===== src/rtl/ws2812_tx.sv =====
// ws2812_tx: WS2812 one-wire NRZ transmitter for the 8x8 snake display matrix.
// It walks the pixel and bit counters that address the frame-content block and
// samples the returned bit. Each frame goes out GRB MSB-first and is followed
// by a low latch gap.
// Build option: define AUTO_REFRESH_EN to make frames repeat back-to-back after
// the first accepted start. When it is undefined, one frame is sent per start.
//
// state | meaning
// IDLE  | line low, waiting for start
// SEND  | shifting frame bits, one TBIT_CYC period per bit
// LATCH | line held low for RST_CYC clocks so the LEDs latch the frame
module ws2812_tx #(
  parameter int PIXEL_NUM = 64,
  parameter int BIT_NUM   = 24,
  parameter int TBIT_CYC  = 60,
  parameter int T0H_CYC   = 15,
  parameter int T1H_CYC   = 35,
  parameter int RST_CYC   = 15000
) (
  input  logic       sys_clk,
  input  logic       sys_rst_n,
  input  logic       start,
  input  logic       data_bit,
  output logic [4:0] cnt_bit,
  output logic [6:0] cnt_pixel,
  output logic       dout,
  output logic       busy,
  output logic       frame_done
);

  localparam int CYC_MAX = (TBIT_CYC > RST_CYC) ? TBIT_CYC : RST_CYC;
  localparam int CYC_W   = $clog2(CYC_MAX + 1);

  typedef enum logic [1:0] {IDLE, SEND, LATCH} state_t;

  state_t           state, state_nxt;
  logic [CYC_W-1:0] cyc;
  logic             bit_q;
  logic             cur_bit;
  logic [CYC_W-1:0] thr;
  logic             bit_end;
  logic             last_bit;
  logic             latch_end;

  // Current bit value and high-time threshold. On cyc==0 the bit comes
  // straight from data_bit so the first high clock is not lost. After that,
  // the captured copy keeps the bit immune to data_bit changes.
  always_comb begin
    cur_bit   = (cyc == '0) ? data_bit : bit_q;
    thr       = cur_bit ? CYC_W'(T1H_CYC) : CYC_W'(T0H_CYC);
    bit_end   = (cyc == CYC_W'(TBIT_CYC - 1));
    last_bit  = (cnt_bit == 5'(BIT_NUM - 1)) && (cnt_pixel == 7'(PIXEL_NUM - 1));
    latch_end = (cyc == CYC_W'(RST_CYC - 1));
  end

  // State register
  always_ff @(posedge sys_clk) begin
    if (!sys_rst_n) state <= IDLE;
    else            state <= state_nxt;
  end

  // Next-state decode, busy and the frame_done pulse
  always_comb begin
    state_nxt  = state;
    frame_done = 1'b0;
    busy       = (state != IDLE);
    case (state)
      IDLE:  if (start) state_nxt = SEND;
      SEND:  if (bit_end && last_bit) state_nxt = LATCH;
      LATCH: begin
        if (latch_end) begin
          frame_done = 1'b1;
`ifdef AUTO_REFRESH_EN
          state_nxt  = SEND;
`else
          state_nxt  = IDLE;
`endif
        end
      end
      default: state_nxt = IDLE;
    endcase
  end

  // Cycle and address counters, bit capture and registered line output
  always_ff @(posedge sys_clk) begin
    if (!sys_rst_n) begin
      cyc       <= '0;
      cnt_bit   <= '0;
      cnt_pixel <= '0;
      dout      <= 1'b0;
      bit_q     <= 1'b0;
    end else begin
      case (state)
        SEND: begin
          dout <= (cyc < thr);
          if (cyc == '0) bit_q <= data_bit;
          if (bit_end) begin
            cyc <= '0;
            if (cnt_bit == 5'(BIT_NUM - 1)) begin
              cnt_bit <= '0;
              if (cnt_pixel == 7'(PIXEL_NUM - 1)) cnt_pixel <= '0;
              else                                cnt_pixel <= cnt_pixel + 7'd1;
            end else begin
              cnt_bit <= cnt_bit + 5'd1;
            end
          end else begin
            cyc <= cyc + 1'b1;
          end
        end
        LATCH: begin
          dout <= 1'b0;
          if (latch_end) cyc <= '0;
          else           cyc <= cyc + 1'b1;
        end
        default: begin
          dout      <= 1'b0;
          cyc       <= '0;
          cnt_bit   <= '0;
          cnt_pixel <= '0;
        end
      endcase
    end
  end

endmodule

===== config.mk =====
export PLATFORM = sky130hd
export DESIGN_NAME = ws2812_tx
export DESIGN_NICKNAME = d
export VERILOG_FILES = /design/src/rtl/ws2812_tx.sv
export SDC_FILE = /design/constraint.sdc
export NUM_CORES = 1
export LEC_CHECK = 0
export ABC_CLOCK_PERIOD_IN_PS = 7500
export CAP_MARGIN = 20
export CORE_UTILIZATION = 40
export CTS_BUF_LIST = sky130_fd_sc_hd__clkbuf_4
export DETAILED_ROUTE_END_ITERATION = 16
export GPL_TIMING_DRIVEN = 0
export PLACE_DENSITY = 0.58
export SYNTH_ARGS = -nofsm -noshare
export SYNTH_HDL_FRONTEND = slang
export SYNTH_SLANG_ARGS = --single-unit

===== constraint.sdc =====
create_clock -name sys_clk -period 7.5 [get_ports sys_clk]
set_clock_uncertainty 0.1 [all_clocks]
set_input_delay 0.75 -clock sys_clk [delete_from_list [all_inputs] [get_ports sys_clk]]
set_output_delay 0.75 -clock sys_clk [all_outputs]
set_load 0.01 [all_outputs]

==> metrics.cfg <==
[worst_hold_path]
holdCritPathClass = reg2reg
holdCritStartpoint = cnt_pixel[6]
worst_hold_path.num_cells = 1
hold-path-endpoint = cnt_pixel[6]

[timing]
final_hold_viol_count = 0
rsz_0062_raised_after_global_routing = no
fin_crit_sh_pct = 39.0
post-route-worst-setup-slack_ns = 4.58
relSlewSlack_pct = 59.6
max_slew.worst_pin.slew_ns = 0.601
clock.fmax_ghz = 0.342
maxSlewViolCount = 0
timing.final.crit_period_ns = 2.92
setup_violation_total_in_the_final_timing_report = 0
tns_ns = 0

[logic_synthesis]
area_fraction_in_and_or_nand_and_nor_cells_after_synthesis_pct = 29.0
yosys_register_bits = 30
synth_top_family_by_area = simple AND/OR/NAND/NOR gates
synth-edff-count = 0
synth_sequential_area_ratio_pct = 35.6
synth_area_per_cell_um2 = 8.80
synth.distinct_cells = 49
syn-cell-area_um2 = 1690
synthesis.instances = 192
synth-adder-area-share_pct = 8.15
dominantRegCellSynth = dfxtp_1
async_flop_share_pct = 0
compound_gate_portion_of_the_synthesized_area_pct = 13.4
multiplexer_share_of_the_synthesized_area_pct = 2.44
post_synth_xor_area_fraction_pct = 6.22
synth_warnings = 0
postSynthNetCount = 207

[drt]
wirelength_um = 3670
drt-wirelength-per-cell_um = 13.7
dr.pass1.iters = 4
route.detailed.drc = 0
routed-via-count = 1443
final_antenna_net_count = 0
routed_via_density = 5.38
drt_iter0_drc = 78

[die]
ioPinCount = 19
effective_utilization_at_floorplan_pct = 41.9
dieHeight_um = 67.0
floorplan.core_area_um2 = 4030
width_of_the_chip_um = 67.0
die_area_um2 = 4490
std_cell_rows = 23

[clocking]
clkSinkCount = 30
h-tree-depth = 2
cts_root_buffer = clkbuf_4
cts_made_buffers = 5
clkSlewWorstSetupHoldPaths_ns = 0.10
cts_resized = 0
post_cts_buffers = 0
clock_latency_ns = 0.34
cts.path.max_buffers = 2
ctsHoldBuffers = 0
clock_tree_from_tritoncts = built

[setup_path]
worst-r2r-cell-count = 9
timing.rr.start = cyc[2]
critical_path_class = reg2out
critical_path_fanouts_max = 6
worst_r2r_endpoint = dout
critPathCaptureType = output pin
critical_path_required_ns = 6.65
setup.worst_path.start_class = flip-flop
reg2reg_slack_ns = 4.70
critPathArrivalTime_ns = 2.07

[layout]
layout_common_cells = 30 x dfxtp_1, 25 x nor2_1, 20 x nand2_1, 18 x clkdlybuf4s50_1, 11 x ha_1
final_layout_size_suffix_gt1_share_pct = 8.72
synthToLayoutAreaGrowth_pct = 17.6
fin_area_um2 = 1990
antenna_cells = 0
post-route-util_pct = 49.3
finish.net_count = 232
mostFrequentLayoutCell = dfxtp_1

[run]
maxCapViolations = 0

[global_route]
grt_max_degree = 11
grt_pass1_wl_um = 6130
global_route.overflow_total = 0
grtUsageTotal_pct = 18.6
grt_pass1_vias = 1379
number_of_antenna_violations_at_the_first_check_in_global_routing = 0

[placed_design]
globalplace.congestion = 0.760
post_dp_cell_area_um2 = 1930
total_half_perimeter_wirelength_after_legalization_and_detailed_placement_um = 2720
port_buffers = 18
dp_worst_setup_slack_ns = 4.58

[pwr]
leakage_uw = 0.000729
report.power.total_uw = 455
p_per_area_nw_per_um2 = 229
max-vdd-ir-drop_mv = 0.0843

[outcome]
status = finished clean

## state kept, by name, summed over array words and instances (netlist names)
| name | cells |
|---|---|
| cyc | 14 |
| state | 2 |
| dout | 1 |
| cnt_pixel | 7 |
| bit_q | 1 |
| cnt_bit | 5 |
## layer usage
layer | GRT usage, % | share of wire (%)
met1 | 21.1 | 46
met5 | 0 | 0
met2 | 31.6 | 49
met4 | 10.1 | 2.0
met3 | 4.62 | 2.6
## worst max path at each step
stage | depth (start not counted) | startpoint | slack [ns] | endpoint
floorplan | 9 | cyc[2] | 5.07 | dout
global placement | 7 | data_bit | 4.63 | dout
detailed placement | 7 | data_bit | 4.58 | dout
CTS | 5 | cyc[2] | 4.54 | frame_done
global route | 5 | cyc[0] | 4.43 | frame_done
finish | 5 | cyc[0] | 4.58 | frame_done
## cell usage after synthesis (2+ instances only)
cell        n  share of area [%]
dfxtp_1    30                 36
nor2_1     25                5.6
nand2_1    20                4.4
ha_1       11                8.1
inv_1      10                2.2
nand3_1     9                2.7
nand4_1     9                3.3
xor2_1      8                4.1
a21boi_0    5                2.2
o21ai_0     5                1.5
xnor2_1     4                2.1
a21oi_1     3               0.89
and3_1      3                1.1
mux2i_1     3                1.8
nand4b_1    3                1.6
a2111oi_0   2                1.0
and4_1      2                1.0
buf_6       2                1.3
nor3_1      2               0.59
nor3b_1     2               0.89
nor4_4      2                2.5
o21a_1      2               0.89
o21ai_4     2                1.9
o22ai_1     2               0.74
or4_1       2               0.89
## critical path, cell delays in order (launching register included)
cell,delay [ns]
dfxtp_1,0.42
ha_1,0.31
and4_1,0.22
nand4_1,0.13
nor2_1,0.12
clkdlybuf4s50_1,0.54
## area by class of cell
cell class,count,area (um^2)
well taps,50,62.6
multi-input cells,146,1000
fillers,391,2040
flip-flops and latches,30,601
inverters,10,37.5
plain buffers,6,50.0
repair buffers,18,180
clock inverters,2,8.76
clock buffers,6,45.0
## through the flow
stage                     hold slack (ns)  cells
after floorplan                     0.352    192
after global placement              0.366    260
after detailed placement            0.384    260
after CTS                           0.398    268
after global routing                0.420    268
final                               0.398    268
## power breakdown
part / leakage, uW / switching, uW / total [uW] / internal (uW)
clock network: 0.0000331 / 59.5 / 98.3 / 38.8
logic: 0.000454 / 101 / 173 / 71.4
registers: 0.000242 / 11.7 / 184 / 172
total: 0.000729 / 172 / 455 / 282
## cells by family after synthesis
| kind of cell | count (synthesis) |
|---|---|
| AOI/OAI and AO/OA | 30 |
| xor gates and xnor gates | 12 |
| adders and majority gates | 11 |
| buffers and inverters | 16 |
| DFF | 30 |
| muxes | 4 |
| and+or+nand+nor | 89 |
Note: power is estimated with default switching activity, not from simulation.
